`src/rtl/shift_rows_pipe_if.sv`:
```
// Stream bundle for shift_rows_pipe.
//   in_valid/in_ready/in_mode/in_tag/in_data : upstream handshake and state
//   out_valid/out_ready/out_tag/out_data     : downstream handshake and state
//   count                                    : buffer occupancy, 0..2
// master drives in_* and out_ready (the producer/consumer side).
// slave is the shift_rows_pipe side.
interface shift_rows_pipe_if #(
  parameter int NB    = 4,
  parameter int TAG_W = 4
);
  logic                in_valid;
  logic                in_ready;
  logic                in_mode;
  logic [TAG_W-1:0]    in_tag;
  logic [32*NB-1:0]    in_data;
  logic                out_valid;
  logic                out_ready;
  logic [TAG_W-1:0]    out_tag;
  logic [32*NB-1:0]    out_data;
  logic [1:0]          count;

  modport master (
    output in_valid, in_mode, in_tag, in_data, out_ready,
    input  in_ready, out_valid, out_tag, out_data, count
  );

  modport slave (
    input  in_valid, in_mode, in_tag, in_data, out_ready,
    output in_ready, out_valid, out_tag, out_data, count
  );
endinterface

```
`src/rtl/shift_rows_pipe.sv`:
```
// Registered ShiftRows / InvShiftRows stage for Rijndael states of NB columns.
// The permutation is applied combinationally on the input; only the permuted
// state and its tag are stored in a 2-entry FIFO, so in_ready depends on
// registered occupancy only.
//   clk  : rising-edge clock
//   rst  : asynchronous, active-high reset
//   bus  : shift_rows_pipe_if.slave (in_* upstream, out_* downstream, count)
module shift_rows_pipe #(
  parameter int NB    = 4,
  parameter int TAG_W = 4
) (
  input  logic              clk,
  input  logic              rst,
  shift_rows_pipe_if.slave  bus
);
  localparam int unsigned W = 32 * NB;

  generate
    if (!(NB == 4 || NB == 6 || NB == 8)) begin : g_bad_nb
      $error("shift_rows_pipe: NB must be 4, 6 or 8");
    end
    if (TAG_W < 1) begin : g_bad_tag
      $error("shift_rows_pipe: TAG_W must be >= 1");
    end
  endgenerate

  // Row rotation amount; NB=8 uses the wider Rijndael offsets.
  function automatic int unsigned row_off(input int unsigned r);
    case (r)
      1:       row_off = 1;
      2:       row_off = (NB == 8) ? 3 : 2;
      3:       row_off = (NB == 8) ? 4 : 3;
      default: row_off = 0;
    endcase
  endfunction

  // Source column feeding output column c of row r.
  function automatic int unsigned src_col(input int unsigned r,
                                          input int unsigned c,
                                          input logic        inv);
    if (inv) src_col = (c + NB - row_off(r)) % NB;
    else     src_col = (c + row_off(r)) % NB;
  endfunction

  logic [W-1:0]     w_perm;
  logic             w_in_ready;
  logic             w_out_valid;
  logic             w_accept;
  logic             w_emit;

  logic [W-1:0]     r_mem [0:1];
  logic [TAG_W-1:0] r_tag [0:1];
  logic             r_wptr;
  logic             r_rptr;
  logic [1:0]       r_count;

  always_comb begin
    w_perm = '0;
    for (int unsigned r = 0; r < 4; r++) begin
      for (int unsigned c = 0; c < NB; c++) begin
        w_perm[W-1-8*(4*c+r) -: 8] =
          bus.in_data[W-1-8*(4*src_col(r, c, bus.in_mode)+r) -: 8];
      end
    end
  end

  assign w_in_ready  = (r_count != 2'd2);
  assign w_out_valid = (r_count != 2'd0);
  assign w_accept    = bus.in_valid & w_in_ready;
  assign w_emit      = w_out_valid & bus.out_ready;

  always_ff @(posedge clk or posedge rst) begin
    if (rst) begin
      for (int unsigned i = 0; i < 2; i++) begin
        r_mem[i] <= '0;
        r_tag[i] <= '0;
      end
      r_wptr  <= 1'b0;
      r_rptr  <= 1'b0;
      r_count <= 2'd0;
    end else begin
      if (w_accept) begin
        r_mem[r_wptr] <= w_perm;
        r_tag[r_wptr] <= bus.in_tag;
        r_wptr        <= ~r_wptr;
      end
      if (w_emit) begin
        r_rptr <= ~r_rptr;
      end
      case ({w_accept, w_emit})
        2'b10:   r_count <= r_count + 2'd1;
        2'b01:   r_count <= r_count - 2'd1;
        default: r_count <= r_count;
      endcase
    end
  end

  assign bus.in_ready  = w_in_ready;
  assign bus.out_valid = w_out_valid;
  assign bus.out_data  = r_mem[r_rptr];
  assign bus.out_tag   = r_tag[r_rptr];
  assign bus.count     = r_count;
endmodule
```
`src/flat_wrapper.sv`:
```
// flat-port wrapper written by rule: the top's interface ports become plain ports
module shift_rows_pipe_flat 
#(
  parameter int NB    = 4,
  parameter int TAG_W = 4
)
  (clk, rst, bus_in_valid, bus_in_mode, bus_in_tag, bus_in_data, bus_out_ready, bus_in_ready, bus_out_valid, bus_out_tag, bus_out_data, bus_count);
  shift_rows_pipe_if #(.NB(NB), .TAG_W(TAG_W)) bus_i ();
  input  logic clk;
  input  logic rst;
  input wire logic [$bits(bus_i.in_valid)-1:0] bus_in_valid;
  input wire logic [$bits(bus_i.in_mode)-1:0] bus_in_mode;
  input wire logic [$bits(bus_i.in_tag)-1:0] bus_in_tag;
  input wire logic [$bits(bus_i.in_data)-1:0] bus_in_data;
  input wire logic [$bits(bus_i.out_ready)-1:0] bus_out_ready;
  output wire logic [$bits(bus_i.in_ready)-1:0] bus_in_ready;
  output wire logic [$bits(bus_i.out_valid)-1:0] bus_out_valid;
  output wire logic [$bits(bus_i.out_tag)-1:0] bus_out_tag;
  output wire logic [$bits(bus_i.out_data)-1:0] bus_out_data;
  output wire logic [$bits(bus_i.count)-1:0] bus_count;
  assign bus_i.in_valid = bus_in_valid;
  assign bus_i.in_mode = bus_in_mode;
  assign bus_i.in_tag = bus_in_tag;
  assign bus_i.in_data = bus_in_data;
  assign bus_i.out_ready = bus_out_ready;
  assign bus_in_ready = bus_i.in_ready;
  assign bus_out_valid = bus_i.out_valid;
  assign bus_out_tag = bus_i.out_tag;
  assign bus_out_data = bus_i.out_data;
  assign bus_count = bus_i.count;
  shift_rows_pipe #(.NB(NB), .TAG_W(TAG_W)) u_core (.clk(clk), .rst(rst), .bus(bus_i));
endmodule
```
`config.mk`:
```
export PLATFORM = sky130hd
export DESIGN_NAME = shift_rows_pipe_flat
export DESIGN_NICKNAME = d
export VERILOG_FILES = /design/src/rtl/shift_rows_pipe_if.sv /design/src/rtl/shift_rows_pipe.sv /design/src/flat_wrapper.sv
export SDC_FILE = /design/constraint.sdc
export NUM_CORES = 1
export LEC_CHECK = 0
export CAP_MARGIN = 0
export CORE_AREA = 8 8 166 168
export CTS_BUF_LIST = sky130_fd_sc_hd__clkbuf_4
export CTS_CLUSTER_DIAMETER = 60
export DETAILED_ROUTE_END_ITERATION = 16
export DIE_AREA = 0 0 174 176
export GPL_TIMING_DRIVEN = 0
export PLACE_DENSITY = 0.87
export SETUP_SLACK_MARGIN = 0.5
export SLEW_MARGIN = 30
export SYNTH_ARGS = -nofsm -noshare
export SYNTH_HDL_FRONTEND = slang
export SYNTH_SLANG_ARGS = --single-unit
```
`constraint.sdc`:
```
create_clock -name clk -period 11.5 [get_ports clk]
set_input_delay 1.15 -clock clk [delete_from_list [all_inputs] [get_ports clk]]
set_output_delay 1.15 -clock clk [all_outputs]
set_load 0.005 [all_outputs]
```
---- Word level (Yosys, flattened, before mapping) ----
Cells that the tools add are included.
storage, ports and cells
  register bits ........................... 268
  input bits .............................. 137
  output and inout bits ................... 136
operators by class
  add/sub/neg operators ................... 58
  order comparisons ....................... 3
  eq/ne operators ......................... 3
  shift-type cells ........................ 16
  multiplexer cells ....................... 37
  bitwise operators ....................... 6
  reductions and logical operators ........ 3
operators with widths
  operator                                                             count
  135-bit by 33-bit indexed part select with 8-bit output              16
  128-bit 2-to-1 mux                                                   4
  7-bit by 32-bit subtractor with 32-bit output, first input constant  12
  256-bit bitwise mux                                                  1
  128-bit demux with 1-bit select                                      1
  2-bit 2-to-1 mux                                                     24
  4-bit by 2-bit adder with 5-bit output, second input constant        8
  7-bit by 7-bit subtractor with 8-bit output, first input constant    4
  4-bit by 1-bit adder with 5-bit output, second input constant        4
  2-bit adder, first input constant                                    8
  4-bit 2-to-1 mux                                                     4
  1-bit by 2-bit subtractor with 2-bit output, first input constant    8
  2-bit subtractor, first input constant                               8
  1-bit by 2-bit adder with 2-bit output, first input constant         4
  8-bit bitwise mux                                                    1
  4-bit demux with 1-bit select                                        1
  2-bit greater-or-equal comparator, second input constant             2
  1-bit inverter with 2-bit output                                     2
  2-bit one-hot mux with 2 select lines                                1
  2-bit nonzero test                                                   2
  2-bit by 1-bit adder with 2-bit output, second input constant        1
  1-bit bitwise AND                                                    2
  2-bit by 1-bit == test with 1-bit output, second input constant      1
  2-bit == test, second input constant                                 1
  other kinds (5)                                                      6

---- Logic depth before layout (Yosys ltp) ----
Gate-level depths: netlist (run 1).
  depth after elaboration ................. 7
  depth in mapped cells ................... 6

---- Least setup slack after synthesis (run 1) ----
Ideal clock, no wire load.
  kind .................................... register to output
  from .................................... reg u_core.r_rptr
  to ...................................... out bus_out_data[19]
  data arrival time ....................... 1358 ps
  slack ................................... 8992 ps
  stages on the path, launching flop included .. 5
  path buffers ............................ 3
  path through ............................ dfrtp_1 clkbuf_1 clkbuf_1 buf_2 mux2_2
between the ends
  word-level cells in the longest chain between the ends .. 4
RTL lines
  item                                                    line                    source
  from (decl)                                             shift_rows_pipe.sv:54   logic r_rptr;
  from (signal assigned)                                  shift_rows_pipe.sv:88   r_rptr <= ~r_rptr;
  1-bit inverter with 2-bit output (implied by the code)  shift_rows_pipe.sv:100  assign bus.out_data = r_mem[r_rptr];
  128-bit 2-to-1 mux (implied by the code) (3 in series)  shift_rows_pipe.sv:100
  to (decl)                                               flat_wrapper.sv:19      output wire logic [$bits(bus_i.out_data)-1:0] bus_out_data;
No other way between the ends. The select of a mux whose other input is x is not followed.

---- Worst setup path in the final report (run 1) ----
  from .................................... reg u_core.r_rptr
  to ...................................... out bus_out_data[48]
Same word-level chain as after synthesis.

==> summary.txt, run 1 <==
Run status
  – Status: finished clean

Logic synthesis
  – Register bit total from synthesis: 268
  – Largest area contributor in the synthesized netlist: dfrtp_1
  – Mapped cell area: 13040 µm²
  – Part of the Yosys area used for sequential elements: 51.43%
  – Mux cell area share after synthesis: 44.33%
  – Synth top cells by count: mux2_2 (300), dfrtp_1 (268), mux2_4 (160), buf_2 (21), buf_8 (18)
  – Synth async-reset ratio: 100.0%
  – Synth top area share: 51.43%
  – Largest family of logic cells by synthesized area: multiplexers
  – Synth top area cells: dfrtp_1 (51%), mux2_2 (26%), mux2_4 (18%), buf_8 (2.1%), buf_2 (0.81%)
  – Mapped Nets: 932
  – Syn Area/Cell: 16.42 µm²
  – Post-synth EDFFs: 0
  – XOR/XNOR share of the synthesized area: 0.3358%
  – Count leader, synth: mux2_2
  – Compound-gate portion of the synthesized area: 0%
  – Area share of and/or/nand/nor cells after synthesis: 0.4126%
  – Post-synthesis adder-cell area fraction: 0.09595%
  – Distinct cells, synth: 19
  – Most used DFF post-synth: dfrtp_1
  – Syn Inst Count: 794
  – Syn. warnings: 0

Setup path
  – CP Class: flop to output pin
  – Crit-path most repeated cell: clkbuf_1
  – Crit-path slowest cell: clkbuf_1
  – Critical-path maximum fanout: 10
  – Slowest stage delay, CP: 650 ps
  – Critical-path cell list: clkbuf_1, clkbuf_1, buf_2, mux2_2, clkdlybuf4s50_1
  – Critical path startpoint category: flop
  – Critical Path AT: 3290 ps
  – CP delay by family, top: buffers and inverters
  – Crit path required time: 10350 ps
  – Worst path bufs/invs: 4
  – Crit end category: output pin

Clock tree
  – # resized after CTS: 0
  – Worst-path clk slew: 60 ps
  – Root Driver: clkbuf_4
  – Post-CTS setup buffer count: 0
  – Cts hold-fix bufs: 0
  – CTS Buf Count: 75
  – Max clock buf depth: 3
  – H-tree depth: 3
  – TritonCTS clock tree: done
  – Clk Latency, worst-skew pair: 650 ps
  – CTS Sinks: 268

Timing
  – Min Clock Period, post-route: 4444 ps
  – Final Hold Viols: 0
  – Pins Over Slew Limit: 0
  – Fmax: 225.0 MHz
  – Clk_skew: 20.64 ps
  – Fin Setup TNS: 0 ps
  – # setup viols final: 0
  – Fin crit share: 38.65%
  – Slew @ Worst Pin: 840.4 ps
  – Max transition margin: 43.97%
  – Unrepaired setup endpoints after global routing: no

Global routing
  – Initial antenna violation count: 2
  – Total grt overflow: 0
  – Global-route wire length before repair: 51.81 mm
  – GRT Total Usage: 21.08%
  – Largest net degree at the start of global routing: 89
  – Number of global-route vias before repair: 9180

Pwr
  – P per Cell Area: 301.0 nW/µm²
  – Lkg Pwr: 0.007421 µW
  – Seq pwr share: 32.9%
  – P_sw: 1527 µW
  – Switch share: 29.61%
  – Share of power burned in combinational logic: 50.9%
  – Clk pwr share: 16.2%
  – Maximum vdd drop: 0.1652 mV
  – Pwr Total: 5159 µW
  – Int Pwr: 3631 µW

Routing
  – Remaining antenna violation count: 0
  – Vias/cell: 5.196
  – DR vias: 7898
  – DRT Pass-1 Iters: 4
  – Routed WL per cell: 21.40 µm
  – Final WL: 32.54 mm
  – Initial DRC count: 298
  – # DRC: 0

Die
  – Starting density of the core: 52.54%
  – Core Region: 24820 µm²
  – Row cnt: 58
  – Die X: 174 µm
  – Die Height: 176 µm
  – Num ports: 273
  – Die area: 30620 µm²

Layout
  – Layout Nets: 1283
  – Final core utilization: 69.05%
  – Area Growth Syn to Fin: 31.42%
  – Design area: 17140 µm²
  – Layout cells sized above 1: 52.06%
  – Final std cells w/o fill: 1520

Place
  – Count of input and output buffers: 271
  – DP Wirelength: 23.00 mm
  – Placed insts: 1398
  – Placed Area: 16260 µm²
  – Routability cong.: 0.7368

Min path
  – Hold Crit Class: flop to flop

Run
  – MaxCap Viol Count: 0
==> final cells by class <==
type | count | area (µm²)
well taps | 330 | 412.9
diodes | 1 | 2.502
fillers | 1717 | 7681
flip-flops and latches | 268 | 6706
plain buffers | 52 | 439.2
repair buffers | 274 | 2795
clock inverters | 16 | 91.34
inverters | 1 | 11.26
clock buffers | 105 | 788.3
multi-input cells | 473 | 5891
==> power by group through the flow <==
stage,Combinational [µW],Sequential [µW],Clock [µW]
6_report,2630,1700,836
5_1_grt,2800,1750,914
4_1_cts,2670,1690,863
3_5_place_dp,2660,1690,0
3_3_place_gp,2610,1670,0
2_1_floorplan,1570,1610,0
==> flip-flops by register name, indices dropped and copies added, names as in the netlist <==
register,count
u_core.r_mem,256
u_core.r_tag,8
u_core.bus.count,2
u_core.r_rptr,1
u_core.r_wptr,1
==> path summary, 6_finish.rpt <==
check	start	end	slack, ps	cells after the start
max	u_core.r_rptr	bus_out_data[48]	7060	5
min	u_core.r_wptr	u_core.r_wptr	490	1
max reg2reg	u_core.bus.count[0]	u_core.r_mem[172]	9720	6
min reg2reg	u_core.r_wptr	u_core.r_wptr	490	1
max in group asynchronous	rst	u_core.r_mem[241]	9450	4
min in group asynchronous	rst	u_core.r_mem[18]	940	2
==> cell families (layout without fill, tap and decap cells) <==
family                     after synthesis  in the layout
xor gates and xnor gates                 5              5
adders and majority gates                1              1
buffers and inverters                   53            448
DFF                                    268            268
muxes                                  460            460
other                                    0              1
and+or+nand+nor                          7              7
==> stage by stage <==
stage          setup WS (ps)  hold WS (ps)
2_1_floorplan           2968         460.6
3_3_place_gp          -91.16         475.2
3_5_place_dp            7625         488.1
4_1_cts                 6869         496.1
5_1_grt                 6810         515.4
6_report                7056         494.6
==> placed cells by master, fill, tap and decap left out, types with 3 or more instances in the layout <==
master	n
mux2_2	300
clkbuf_4	105
xnor2_1	3
clkbuf_1	9
dfrtp_1	268
clkinv_1	10
buf_16	3
inv_2	3
mux2_4	160
clkdlybuf4s50_1	271
buf_8	18
buf_2	21
==> layer usage <==
| metal | share of wire, % | wire [µm] | GRT usage (%) | vias up |
|---|---|---|---|---|
| li1 | - | - | - | 3593 |
| met1 | 43 | 14030 | 26.32 | 3996 |
| met2 | 48 | 15580 | 34.23 | 255 |
| met3 | 6.7 | 2177 | 7.050 | 50 |
| met4 | 2.0 | 652 | 6.804 | 4 |
| met5 | 0.29 | 95 | 0 | - |
No activity file was read; power rests on OpenSTA's default activity.
==> run 2, diff against run 1 <==
Clock period 11.5 ns to 4.62 ns, I/O delays scaled along.
==> summary.txt, run 2 (synthesis gave the netlist of run 1 again) <==
Die
  – Core Region: 24820 µm²
  – Die area: 30620 µm²
  – Die X: 174 µm
  – Num ports: 273
  – Starting density of the core: 52.54%
  – Die Height: 176 µm
  – Row cnt: 58

Timing
  – Final Hold Viols: 0
  – Pins Over Slew Limit: 0
  – Final hold slack: 95.32 ps
  – # setup viols final: 0
  – Fmax: 265.3 MHz
  – Clk_skew: 37.45 ps
  – Fin crit share: 81.57%
  – Slew @ Worst Pin: 852.4 ps
  – Setup slack after layout: 851.3 ps
  – Max transition margin: 43.18%
  – Fin Setup TNS: 0 ps
  – Unrepaired setup endpoints after global routing: no
  – Min Clock Period, post-route: 3769 ps

Setup path
  – Critical path startpoint category: flop
  – Crit-path most repeated cell: clkbuf_1
  – Slowest stage delay, CP: 640 ps
  – Critical-path maximum fanout: 10
  – CP delay by family, top: buffers and inverters
  – Crit path required time: 4160 ps
  – Crit-path slowest cell: clkbuf_1
  – Crit end category: output pin
  – Worst path bufs/invs: 4
  – Critical Path AT: 3310 ps
  – CP Class: flop to output pin
  – Critical-path cell list: clkbuf_1, clkbuf_1, buf_2, mux2_2, clkdlybuf4s50_1

Place
  – DP Wirelength: 23.88 mm
  – Pre-CTS setup slack: 1502 ps
  – Placed insts: 1405
  – Count of input and output buffers: 271
  – Routability cong.: 0.7707

Layout
  – Commonest non-fill, non-tap cell in the layout: mux2_2
  – Max reg flops: 256
  – Layout cells sized above 1: 52.24%
  – Area Growth Syn to Fin: 33.29%
  – Final core utilization: 70.03%
  – Most frequent cells in the layout: mux2_2 (300), clkdlybuf4s50_1 (271), dfrtp_1 (268), mux2_4 (160), clkbuf_4 (109)
  – Largest Register: u_core.r_mem
  – Final std cells w/o fill: 1540
  – Layout Nets: 1288

Clock tree
  – H-tree depth: 3
  – Post-CTS setup buffer count: 0
  – CTS Sinks: 268
  – Clk Latency, worst-skew pair: 680 ps
  – Max clock buf depth: 3
  – Root Driver: clkbuf_4
  – TritonCTS clock tree: done
  – Worst-path clk slew: 70 ps
  – CTS Buf Count: 73
  – # resized after CTS: 0
  – Cts hold-fix bufs: 0

Routing
  – Final WL: 32.89 mm
  – DR vias: 7954
  – Routed WL per cell: 21.36 µm
  – DRT Pass-1 Iters: 4
  – Vias/cell: 5.165
  – Initial DRC count: 379
  – # DRC: 0
  – Remaining antenna violation count: 0

Global routing
  – Total grt overflow: 0
  – Global-route wire length before repair: 52.61 mm
  – Initial antenna violation count: 3
  – Number of global-route vias before repair: 9302
  – GRT Total Usage: 21.53%
  – Largest net degree at the start of global routing: 31

Run
  – MaxCap Viol Count: 0

Min path
  – Hold Crit Class: input port to async pin

Pwr
  – Lkg Pwr: 0.007525 µW
  – Maximum vdd drop: 0.4184 mV
  – P per Cell Area: 749.6 nW/µm²

Run status
  – Status: finished clean
-- run 2: cell types whose count changed in the layout (fill, tap and decap cells not counted), sizes merged --
cell | before | now
buf | 46 | 53
bufinv | 1 | 3
clkbuf | 114 | 118
clkinv | 11 | 18
clkinvlp | 1 | 2
diode | 1 | 4
inv | 4 | 0
-- run 2: final cells by class --
cell class,instances,area [µm²]
diodes,4,10.01
plain buffers,52,439.2
clock buffers,109,818.3
clock inverters,22,167.7
fillers,1697,7438
inverters,1,7.507
multi-input cells,473,5891
flip-flops and latches,268,6706
well taps,330,412.9
repair buffers,281,2928
-- run 2: path summary, 6_finish.rpt --
| kind | slack [ps] | start | cells past startpoint | to |
|---|---|---|---|---|
| max in group asynchronous | 3220 | rst | 7 | u_core.r_mem[121] |
| max reg2reg | 2790 | u_core.bus.count[0] | 6 | u_core.r_mem[176] |
| max | 850 | u_core.r_rptr | 5 | bus_out_data[48] |
| min | 100 | rst | 2 | u_core.r_mem[168] |
| min in group clk | 420 | bus_in_data[77] | 2 | u_core.r_mem[13] |
| min reg2reg | 500 | u_core.r_mem[91] | 1 | u_core.r_mem[91] |
-- run 2: routing by layer --
metal	GRT usage, %	wire length, µm
met3	6.729	1987
met5	0	0
met1	26.51	14140
met4	7.766	827
met2	35.40	15930
-- run 2: report_power, final --
group / leakage (µW) / internal, µW / switching [µW]
combinational: 0.00379 / 4390 / 2170
sequential: 0.00315 / 3570 / 657
clock: 0.000577 / 1250 / 994
total: 0.00752 / 9210 / 3820
-- run 2: through the flow --
| stage | total power [µW] | instance area [µm²] |
|---|---|---|
| detailed placement | 10850 | 16380 |
| finish | 13030 | 17380 |
| global route | 13770 | 17380 |
| CTS | 13190 | 17370 |
| floorplan | 7929 | 13040 |
| global placement | 10650 | 16170 |
==> run 3, diff against run 2 <==
Clock period 4.62 ns to 3.87 ns, I/O delays scaled along.
==> summary.txt, run 3 (synthesis gave the netlist of run 1 again) <==
Run status
  – Status: finished clean

Global routing
  – Total grt overflow: 0
  – Number of global-route vias before repair: 9304
  – GRT Total Usage: 21.53%
  – Largest net degree at the start of global routing: 31
  – Global-route wire length before repair: 52.60 mm
  – Initial antenna violation count: 3

Routing
  – DRT Pass-1 Iters: 4
  – Remaining antenna violation count: 0
  – Initial DRC count: 373
  – # DRC: 0
  – Final WL: 32.91 mm
  – DR vias: 7958
  – Routed WL per cell: 21.36 µm
  – Vias/cell: 5.164

Layout
  – FF+latch area: 6706 µm²
  – Design area: 17390 µm²
  – Max reg flops: 256
  – Layout cells sized above 1: 52.36%
  – Layout Nets: 1289
  – Area Growth Syn to Fin: 33.38%
  – Most frequent cells in the layout: mux2_2 (300), clkdlybuf4s50_1 (271), dfrtp_1 (268), mux2_4 (160), clkbuf_4 (109)
  – Largest Register: u_core.r_mem
  – Multi-input gate area: 5891 µm²
  – Commonest non-fill, non-tap cell in the layout: mux2_2
  – Fill cells: 1695
  – Final core utilization: 70.08%

Setup path
  – Critical-path maximum fanout: 10
  – CP Class: flop to output pin
  – R2R Setup Slk: 2040 ps
  – Worst reg2reg path depth: 6
  – Crit path required time: 3480 ps
  – Crit end category: output pin
  – Worst R2R Start: u_core.bus.count[0]
  – Slowest stage delay, CP: 470 ps
  – Critical Path AT: 2820 ps
  – Critical path startpoint category: flop
  – Critical-path cell list: clkbuf_2, clkbuf_2, buf_2, mux2_2, clkdlybuf4s50_1
  – Worst path bufs/invs: 4
  – Worst R2R End: u_core.r_mem[176]
  – CP delay by family, top: buffers and inverters
  – Crit-path most repeated cell: clkbuf_2
  – Crit-path slowest cell: clkdlybuf4s50_1

Min path
  – Hold path cells: 2
  – Hold Crit Class: input port to flop
  – Min-delay src: bus_in_data[77]
  – WHS Endpoint: u_core.r_mem[13]

Timing
  – # setup viols final: 0
  – Max transition margin: 43.63%
  – Unrepaired setup endpoints after global routing: no
  – Final Hold Viols: 0
  – Fmax: 311.7 MHz
  – Slew @ Worst Pin: 845.6 ps
  – Clk_skew: 36.01 ps
  – Min Clock Period, post-route: 3208 ps
  – Fin crit share: 82.90%
  – Pins Over Slew Limit: 0

Place
  – DP Wirelength: 23.88 mm
  – Count of input and output buffers: 271
  – Placed Area: 16380 µm²
  – Routability cong.: 0.7707

Pwr
  – Maximum vdd drop: 0.5015 mV
  – Lkg Pwr: 0.007535 µW
  – P per Cell Area: 894.6 nW/µm²

Clock tree
  – TritonCTS clock tree: done
  – Worst-path clk slew: 70 ps
  – Root Driver: clkbuf_4
  – CTS Buf Count: 73
  – Max clock buf depth: 3
  – H-tree depth: 3
  – Post-CTS setup buffer count: 0
  – CTS Sinks: 268
  – Clk Latency, worst-skew pair: 680 ps

Die
  – Row cnt: 58
  – Num ports: 273
  – Die Height: 176 µm
  – Starting density of the core: 52.54%
  – Die X: 174 µm
  – Die area: 30620 µm²
  – Core Region: 24820 µm²

Run
  – MaxCap Viol Count: 0
==> run 3: area by class of cell <==
class                           count  area share [%]
Inverter                            1         0.04316
Timing Repair Buffer              282           16.89
Sequential cell                   268           38.56
Buffer                             52           2.539
Antenna cell                        4         0.05755
Clock buffer                      109           4.705
Clock inverter                     22          0.9640
Tap cell                          330           2.374
Multi-Input combinational cell    473           33.87
==> run 3: repair_timing <==
action | CTS | global route
resized for setup | 2 | 0
setup endpoints to repair | 83 | 0
hold buffers | 1 | 0
hold endpoints to repair | 10 | 0
==> run 3: per-layer routing <==
metal  vias to the layer above  GRT usage [%]  wire length (µm)
li1                       3627              -                 -
met1                      4032          26.50             14160
met2                       241          35.40             15950
met3                        58          6.729              1982
met4                         0          7.766               816
met5                         -              0                 0
==> run 3: report_power, final <==
part	leakage, µW	switching (µW)	internal [µW]
clock network	0.000577	1190	1490
registers	0.00315	787	4260
logic	0.00380	2590	5240
==> run 3: through the flow <==
step,instances,power (µW),hold slack [ps],TNS [ps],setup WS (ps)
global placement,1395,12710,479.3,-505300,-1919
CTS,1537,15750,265.3,0,568.4
global route,1541,16440,287.4,0,513.6
detailed placement,1405,12950,490.0,0,826.5
floorplan,794,9466,460.6,-15130,-56.47
finish,1541,15560,346.3,0,661.6
==> run 3: how the worst max path moves through the flow <==
stage	cells after the start	endpoint	start
6_report	5	bus_out_data[41]	u_core.r_rptr
5_1_grt	5	bus_out_data[41]	u_core.r_rptr
4_1_cts	5	bus_out_data[39]	u_core.r_rptr
3_5_place_dp	5	bus_out_data[39]	u_core.r_rptr
3_3_place_gp	2	u_core.r_mem[92]	rst
2_1_floorplan	1	u_core.bus.count[0]	rst
==> run 3: worst register-to-register path: stages, from the launching register on <==
cell and delay, ps:
dfrtp_1 460, nand2b_4 190, and3b_1 170, buf_6 140, buf_8 210, buf_8 210, mux2_4 320
